## config.mk

```make
export PLATFORM = sky130hd
export DESIGN_NAME = sl_receiver_flat
export DESIGN_NICKNAME = d
export VERILOG_FILES = /design/src/rtl/sl_pkg.sv /design/src/rtl/sl_receiver_if.sv /design/src/rtl/sl_rx_filter.sv /design/src/rtl/sl_receiver.sv /design/src/flat_wrapper.sv
export SDC_FILE = /design/constraint.sdc
export NUM_CORES = 1
export LEC_CHECK = 0
export CAP_MARGIN = 20
export CELL_PAD_IN_SITES_DETAIL_PLACEMENT = 1
export CELL_PAD_IN_SITES_GLOBAL_PLACEMENT = 1
export CORE_MARGIN = 2
export CORE_UTILIZATION = 35
export CTS_CLUSTER_SIZE = 40
export DETAILED_ROUTE_END_ITERATION = 6
export MAX_ROUTING_LAYER = met4
export PLACE_DENSITY = 0.66
export REMOVE_ABC_BUFFERS = 1
export SLEW_MARGIN = 20
export SYNTH_ARGS = -nofsm -noshare
export SYNTH_HDL_FRONTEND = slang
export SYNTH_HIERARCHICAL = 1
export SYNTH_SLANG_ARGS = --single-unit
```

## constraint.sdc

```tcl
create_clock -name clk -period 3.9 [get_ports clk]
set_clock_uncertainty 0.15 [all_clocks]
set_input_delay 0.78 -clock clk [delete_from_list [all_inputs] [get_ports clk]]
set_output_delay 0.78 -clock clk [all_outputs]
set_load 0.02 [all_outputs]
```

## src/rtl/sl_pkg.sv

```systemverilog
// rtl/sl_pkg.sv - line codes, FSM states and word-length limits for the SL receiver
package sl_pkg;

  localparam logic [1:0] SL_IDLE = 2'b11;
  localparam logic [1:0] SL_ONE  = 2'b10;
  localparam logic [1:0] SL_ZERO = 2'b01;
  localparam logic [1:0] SL_STOP = 2'b00;

  localparam int SL_QTY_MIN = 8;
  localparam int SL_QTY_MAX = 32;

  typedef enum logic [2:0] {
    ST_IDLE,
    ST_SYMBOL,
    ST_GAP,
    ST_STOP,
    ST_WAIT_IDLE
  } sl_state_t;

  // Force a configured bit count into the legal even range 8..32.
  function automatic logic [5:0] sl_clamp_qty(input logic [5:0] qty);
    logic [5:0] res;
    if (qty < 6'(SL_QTY_MIN)) begin
      res = 6'(SL_QTY_MIN);
    end else if (qty > 6'(SL_QTY_MAX)) begin
      res = 6'(SL_QTY_MAX);
    end else begin
      res = {qty[5:1], 1'b0};
    end
    return res;
  endfunction

endpackage

```

## src/rtl/sl_receiver_if.sv

```systemverilog
// rtl/sl_receiver_if.sv - bus-side control inputs and word delivery of the SL receiver
interface sl_receiver_if;
  logic        rx_en;
  logic [5:0]  cfg_bit_qty;
  logic [31:0] rx_data;
  logic        rx_valid;
  logic        rx_parity_err;
  logic        rx_frame_err;
  logic        rx_busy;
  logic        status_changed;

  modport master (
    input  rx_en, cfg_bit_qty,
    output rx_data, rx_valid, rx_parity_err, rx_frame_err, rx_busy, status_changed
  );

  modport slave (
    output rx_en, cfg_bit_qty,
    input  rx_data, rx_valid, rx_parity_err, rx_frame_err, rx_busy, status_changed
  );
endinterface

```

## src/rtl/sl_rx_filter.sv

```systemverilog
// rtl/sl_rx_filter.sv - synchroniser and glitch filter for the two SL lines
module sl_rx_filter #(
  parameter int SYNC_STAGES   = 2,
  parameter int GLITCH_CYCLES = 2
) (
  input  logic       clk,
  input  logic       rst_n,
  input  logic [1:0] line_raw,
  output logic [1:0] line_filt
);

  localparam int RW = $clog2(GLITCH_CYCLES + 1) + 1;

  logic [1:0]    sync_q [SYNC_STAGES];
  logic [1:0]    sync_out;
  logic [1:0]    sync_prev;
  logic [RW-1:0] run_q;
  logic [RW-1:0] run_next;

  assign sync_out = sync_q[SYNC_STAGES-1];

  // Run length of the synchronised pair including this sample, saturating at GLITCH_CYCLES.
  always_comb begin
    run_next = RW'(1);
    if (sync_out == sync_prev) begin
      run_next = (run_q >= RW'(GLITCH_CYCLES)) ? RW'(GLITCH_CYCLES) : run_q + RW'(1);
    end
  end

  // Synchroniser chain; the filtered pair follows once the run is long enough.
  always_ff @(posedge clk or negedge rst_n) begin
    if (!rst_n) begin
      for (int i = 0; i < SYNC_STAGES; i++) sync_q[i] <= 2'b11;
      sync_prev <= 2'b11;
      run_q     <= '0;
      line_filt <= 2'b11;
    end else begin
      sync_q[0] <= line_raw;
      for (int i = 1; i < SYNC_STAGES; i++) sync_q[i] <= sync_q[i-1];
      sync_prev <= sync_out;
      run_q     <= run_next;
      if (run_next >= RW'(GLITCH_CYCLES)) line_filt <= sync_out;
    end
  end

endmodule

```

## src/rtl/sl_receiver.sv

```systemverilog
// rtl/sl_receiver.sv - SL two-wire line decoder producing parallel words
module sl_receiver
  import sl_pkg::*;
#(
  parameter int SYNC_STAGES    = 2,
  parameter int GLITCH_CYCLES  = 2,
  parameter int TIMEOUT_CYCLES = 64
) (
  input  logic          clk,
  input  logic          rst_n,
  input  logic          sl0,
  input  logic          sl1,
  sl_receiver_if.master bus
);

  localparam int PW = $clog2(TIMEOUT_CYCLES + 1);

  sl_state_t     state, state_n;
  logic [1:0]    line, line_q, sym, sym_n;
  logic [5:0]    qty, qty_n, cnt, cnt_n;
  logic [31:0]   shreg, shreg_n, data_n;
  logic          par_bit, par_bit_n;
  logic          busy_n, valid_n, perr_n, ferr_n;
  logic [PW-1:0] phase;
  logic          line_chg, timeout, is_sym;

  sl_rx_filter #(
    .SYNC_STAGES  (SYNC_STAGES),
    .GLITCH_CYCLES(GLITCH_CYCLES)
  ) u_filter (
    .clk      (clk),
    .rst_n    (rst_n),
    .line_raw ({sl0, sl1}),
    .line_filt(line)
  );

  assign line_chg = (line != line_q);
  assign timeout  = !line_chg && (phase == PW'(TIMEOUT_CYCLES - 1));
  assign is_sym   = (line == SL_ONE) || (line == SL_ZERO);

  // Framing FSM: next state, word assembly and output strobes.
  always_comb begin
    state_n   = state;
    qty_n     = qty;
    cnt_n     = cnt;
    shreg_n   = shreg;
    sym_n     = sym;
    par_bit_n = par_bit;
    busy_n    = bus.rx_busy;
    data_n    = bus.rx_data;
    perr_n    = bus.rx_parity_err;
    valid_n   = 1'b0;
    ferr_n    = 1'b0;
    case (state)
      ST_IDLE: begin
        if (bus.rx_en) begin
          if (is_sym) begin
            state_n = ST_SYMBOL;
            qty_n   = sl_clamp_qty(bus.cfg_bit_qty);
            cnt_n   = '0;
            shreg_n = '0;
            sym_n   = line;
            busy_n  = 1'b1;
          end else if (line == SL_STOP) begin
            ferr_n  = 1'b1;
            state_n = ST_WAIT_IDLE;
          end
        end
      end
      ST_SYMBOL: begin
        if (line == SL_IDLE) begin
          if (cnt < qty) shreg_n[cnt[4:0]] = (sym == SL_ONE);
          else           par_bit_n = (sym == SL_ONE);
          cnt_n   = cnt + 6'd1;
          state_n = ST_GAP;
        end else if (line != sym) begin
          ferr_n  = 1'b1;
          state_n = ST_WAIT_IDLE;
        end else if (timeout) begin
          ferr_n  = 1'b1;
          state_n = ST_WAIT_IDLE;
        end
      end
      ST_GAP: begin
        if (is_sym) begin
          if (cnt <= qty) begin
            state_n = ST_SYMBOL;
            sym_n   = line;
          end else begin
            ferr_n  = 1'b1;
            state_n = ST_WAIT_IDLE;
          end
        end else if (line == SL_STOP) begin
          if (cnt == qty + 6'd1) begin
            state_n = ST_STOP;
          end else begin
            ferr_n  = 1'b1;
            state_n = ST_WAIT_IDLE;
          end
        end else if (timeout) begin
          ferr_n  = 1'b1;
          busy_n  = 1'b0;
          state_n = ST_IDLE;
        end
      end
      ST_STOP: begin
        if (line == SL_IDLE) begin
          valid_n = 1'b1;
          data_n  = shreg;
          perr_n  = ~((^shreg) ^ par_bit);
          busy_n  = 1'b0;
          state_n = ST_IDLE;
        end else if (is_sym || timeout) begin
          ferr_n  = 1'b1;
          state_n = ST_WAIT_IDLE;
        end
      end
      ST_WAIT_IDLE: begin
        if (line == SL_IDLE) begin
          busy_n  = 1'b0;
          state_n = ST_IDLE;
        end
      end
      default: state_n = ST_IDLE;
    endcase
  end

  // State, word registers, phase timer and registered outputs.
  always_ff @(posedge clk or negedge rst_n) begin
    if (!rst_n) begin
      state                  <= ST_IDLE;
      line_q                 <= SL_IDLE;
      sym                    <= SL_IDLE;
      qty                    <= 6'(SL_QTY_MIN);
      cnt                    <= '0;
      shreg                  <= '0;
      par_bit                <= 1'b0;
      phase                  <= '0;
      bus.rx_data            <= '0;
      bus.rx_valid           <= 1'b0;
      bus.rx_parity_err      <= 1'b0;
      bus.rx_frame_err       <= 1'b0;
      bus.rx_busy            <= 1'b0;
      bus.status_changed     <= 1'b0;
    end else begin
      state                  <= state_n;
      line_q                 <= line;
      sym                    <= sym_n;
      qty                    <= qty_n;
      cnt                    <= cnt_n;
      shreg                  <= shreg_n;
      par_bit                <= par_bit_n;
      if (line_chg)                              phase <= '0;
      else if (phase != PW'(TIMEOUT_CYCLES - 1)) phase <= phase + PW'(1);
      bus.rx_data            <= data_n;
      bus.rx_valid           <= valid_n;
      bus.rx_parity_err      <= perr_n;
      bus.rx_frame_err       <= ferr_n;
      bus.rx_busy            <= busy_n;
      bus.status_changed     <= (busy_n != bus.rx_busy);
    end
  end

endmodule
```

## src/flat_wrapper.sv

```systemverilog
// flat-port wrapper written by rule: the top's interface ports become plain ports
module sl_receiver_flat import sl_pkg::*;
#(
  parameter int SYNC_STAGES    = 2,
  parameter int GLITCH_CYCLES  = 2,
  parameter int TIMEOUT_CYCLES = 64
)
  (clk, rst_n, sl0, sl1, bus_rx_en, bus_cfg_bit_qty, bus_rx_data, bus_rx_valid, bus_rx_parity_err, bus_rx_frame_err, bus_rx_busy, bus_status_changed);
  sl_receiver_if bus_i ();
  input  logic clk;
  input  logic rst_n;
  input  logic sl0;
  input  logic sl1;
  input wire logic [$bits(bus_i.rx_en)-1:0] bus_rx_en;
  input wire logic [$bits(bus_i.cfg_bit_qty)-1:0] bus_cfg_bit_qty;
  output wire logic [$bits(bus_i.rx_data)-1:0] bus_rx_data;
  output wire logic [$bits(bus_i.rx_valid)-1:0] bus_rx_valid;
  output wire logic [$bits(bus_i.rx_parity_err)-1:0] bus_rx_parity_err;
  output wire logic [$bits(bus_i.rx_frame_err)-1:0] bus_rx_frame_err;
  output wire logic [$bits(bus_i.rx_busy)-1:0] bus_rx_busy;
  output wire logic [$bits(bus_i.status_changed)-1:0] bus_status_changed;
  assign bus_i.rx_en = bus_rx_en;
  assign bus_i.cfg_bit_qty = bus_cfg_bit_qty;
  assign bus_rx_data = bus_i.rx_data;
  assign bus_rx_valid = bus_i.rx_valid;
  assign bus_rx_parity_err = bus_i.rx_parity_err;
  assign bus_rx_frame_err = bus_i.rx_frame_err;
  assign bus_rx_busy = bus_i.rx_busy;
  assign bus_status_changed = bus_i.status_changed;
  sl_receiver #(.SYNC_STAGES(SYNC_STAGES), .GLITCH_CYCLES(GLITCH_CYCLES), .TIMEOUT_CYCLES(TIMEOUT_CYCLES)) u_core (.clk(clk), .rst_n(rst_n), .sl0(sl0), .sl1(sl1), .bus(bus_i));
endmodule
```

==> out/metrics.yaml <==
cts:
  cts_hold_buf: 0
  post_cts_resized: 0
  cts_made_buffers: 9
  clockRootBuffer: "clkbuf_16"
  insertion_delay_ps: 350
  cts.clk_slew.worst_paths_ps: 70
  htree_num_levels: 3
  cts_buffer_depth: 2
  cts_tree: "yes"
  cts.sinks: 106
  cts_setup_buffers: 0
synthesis:
  synth_edf_count: 0
  yosys.area.top_type: "dfrtp_1"
  synthArstFlopShare_pct: 100
  yosys_most_used_dff: "dfrtp_1"
  syn_avg_cell_area_um2: 9.54
  synth-seq-area-share_pct: 50.3
  synth_cell_types: 60
  netlist_top_cells_area: "dfrtp_1, nand2_1, dfstp_2, xnor2_1, o21ai_1"
  yosys-top-cells-count: "nand2_1, dfrtp_1, o21ai_1"
  ys_ff_latch: 106
  synth_most_common_cell: "nand2_1"
  synth_top_area_share_pct: 43.9
  syn-cell-area_mm2: 0.00530
  synth_warnings: 6
  synthCells: 556
placement:
  io_buffers: 46
  placed_area_mm2: 0.00591
  dp_hpwl_mm: 8.62
  place_congestion: 0.783
  dp.cells: 764
power_and_ir_drop:
  power_density_mw_per_mm2: 553
  power.total_uw: 3440
  p_leak_uw: 0.00290
  ir_drop_mv: 0.373
flow_run:
  drv_cap: 0
setup_path:
  reg2reg_depth: 8
  rrSetupSlack_ps: 950
  crit_arrival_ps: 3060
  reg2reg_to: "u_core/shreg[19]"
  setup.worst_path.start_class: "register"
  critPathCapture: "u_core/shreg[19]"
  worst_setup_path_end_kind: "register"
  crit_path_max_fanout: 19
  required_ps: 4010
  critPathKind: "reg -> reg"
  r2r-start: "u_core/cnt[2]"
  worstSetupStartpoint: "u_core/cnt[2]"
cells_and_area:
  stdcell_area_mm2: 0.00622
  antenna_cells: 0
  drive_gt1_share_pct: 9.40
  area_growth_pct: 17.3
  num-nets-final: 617
  stdcell_count: 780
route:
  drcViolationCount: 0
  dr_total_vias: 4041
  first_pass_iters: 4
  drt_iter0_markers: 164
  final_antenna_net_count: 0
  via_per_inst: 5.18
  wirelength_mm: 12.8
  wire_per_inst_um: 16.4
floorplanning:
  die_y_um: 127
  core_mm2: 0.0146
  io_pins: 48
  dieWidth_um: 127
  dieArea_mm2: 0.0162
  initial_core_util_pct: 36.2
  rows: 44
sta:
  worst_slew_pin_slew_ps: 912
  hold_viol: 0
  finalCritPeriodShare_pct: 75.7
  finalSetupViolCount: 0
  finalSetupTns_ps: 0
  rsz0062_at_grt: "false"
  min_period_ps: 2950
  slew_headroom_pct: 38.8
  worst_hold_slack_ps: 207
  fmax_mhz: 339
  slew_viol_final: 0
worst_hold_path:
  min_from: "u_core/u_filter/sync_q[2]"
  hold_path_class: "reg -> reg"
global_route:
  grt_max_degree: 80
  antenna_found_initial: 0
  grt_usage_pct: 17.6
  overflow: 0
  grt_pass1_vias: 4363
  grt_pass1_wl_mm: 22.0
status:
  outcome: "finished, final reports clean"
final cells by class:
class | count | area (um^2)
sequential | 106 | 2670
clock inverter | 4 | 50.0
fill | 1668 | 8420
tap | 184 | 230
multi-input combinational | 408 | 2450
clock buffer | 12 | 258
inverter | 13 | 48.8
timing repair buffer | 53 | 514
critical path: stages, from the launching register on:
cell and delay, ps:
dfrtp_1 770, ha_1 370, nor2b_1 130, o21a_1 160, o21a_1 170, o21ai_2 230
a31oi_4 260, nand4b_4 340, o21ai_1 290
layout by cell type (no fill, tap or decap), types with 4 or more instances in the layout:
| cell | synthesis | layout |
|---|---|---|
| clkbuf_16 | 0 | 10 |
| ha_1 | 15 | 15 |
| clkdlybuf4s50_1 | 0 | 45 |
| o21ai_0 | 32 | 32 |
| and2_1 | 4 | 4 |
| nand3_1 | 10 | 10 |
| nand2b_1 | 5 | 5 |
| nand4b_4 | 4 | 4 |
| nor2_1 | 27 | 27 |
| buf_4 | 2 | 7 |
| nor2b_1 | 6 | 6 |
| nand2_1 | 116 | 116 |
| inv_1 | 13 | 12 |
| dfrtp_1 | 93 | 93 |
| xor2_1 | 10 | 10 |
| xnor2_1 | 34 | 34 |
| and3_1 | 6 | 6 |
| dfstp_2 | 13 | 13 |
| nand3b_1 | 4 | 4 |
| mux2_1 | 4 | 4 |
| a21oi_1 | 39 | 39 |
| o21ai_1 | 45 | 45 |
sequential cells by signal (all words and copies together) (netlist names), 2 cells and up:
name / flops
u_core/bus.rx_data: 32
u_core/cnt: 6
u_core/line_q: 2
u_core/phase: 7
u_core/qty: 5
u_core/shreg: 32
u_core/state: 3
u_core/sym: 2
u_core/u_filter/line_filt: 2
u_core/u_filter/run_q: 3
u_core/u_filter/sync_out: 2
u_core/u_filter/sync_prev: 2
u_core/u_filter/sync_q: 2
report_power, final:
| part | total [uW] | internal, uW | switching (uW) |
|---|---|---|---|
| combinational | 1120 | 432 | 684 |
| clock | 948 | 538 | 410 |
| sequential | 1380 | 1240 | 137 |
layer usage:
metal,up-vias,GRT usage [%],share of wire (%)
met3,10,3.27,2.5
met5,-,-,0
met4,0,6.01,1.4
met1,2035,22.0,47
met2,55,28.9,49
li1,1941,-,-
metrics by stage:
step / worst slack (ps) / util (%)
floorplan: 1120 / -
global placement: 1010 / 40.4
detailed placement: 924 / 40.4
CTS: 895 / 42.5
global route: 609 / 42.5
finish: 946 / 42.5
worst min-delay path by stage:
| stage | cells after the start | endpoint | slack (ps) |
|---|---|---|---|
| floorplan | 0 | u_core/u_filter/sync_out[0] | 200 |
| global placement | 0 | u_core/u_filter/sync_out[0] | 200 |
| detailed placement | 0 | u_core/u_filter/sync_out[0] | 200 |
| CTS | 0 | u_core/u_filter/sync_out[0] | 210 |
| global route | 0 | u_core/u_filter/sync_out[0] | 220 |
| finish | 0 | u_core/u_filter/sync_out[0] | 210 |
logic make-up after synthesis:
logic type / Yosys count / share of synthesized area, %
and+or+nand+nor: 204 / 19.1
AOI/OAI and AO/OA: 137 / 14.6
xor gates and xnor gates: 44 / 7.27
buffers and inverters: 42 / 3.44
DFF: 106 / 50.3
muxes: 8 / 1.67
adders and majority gates: 15 / 3.54
(Power assumes the default switching activity.)
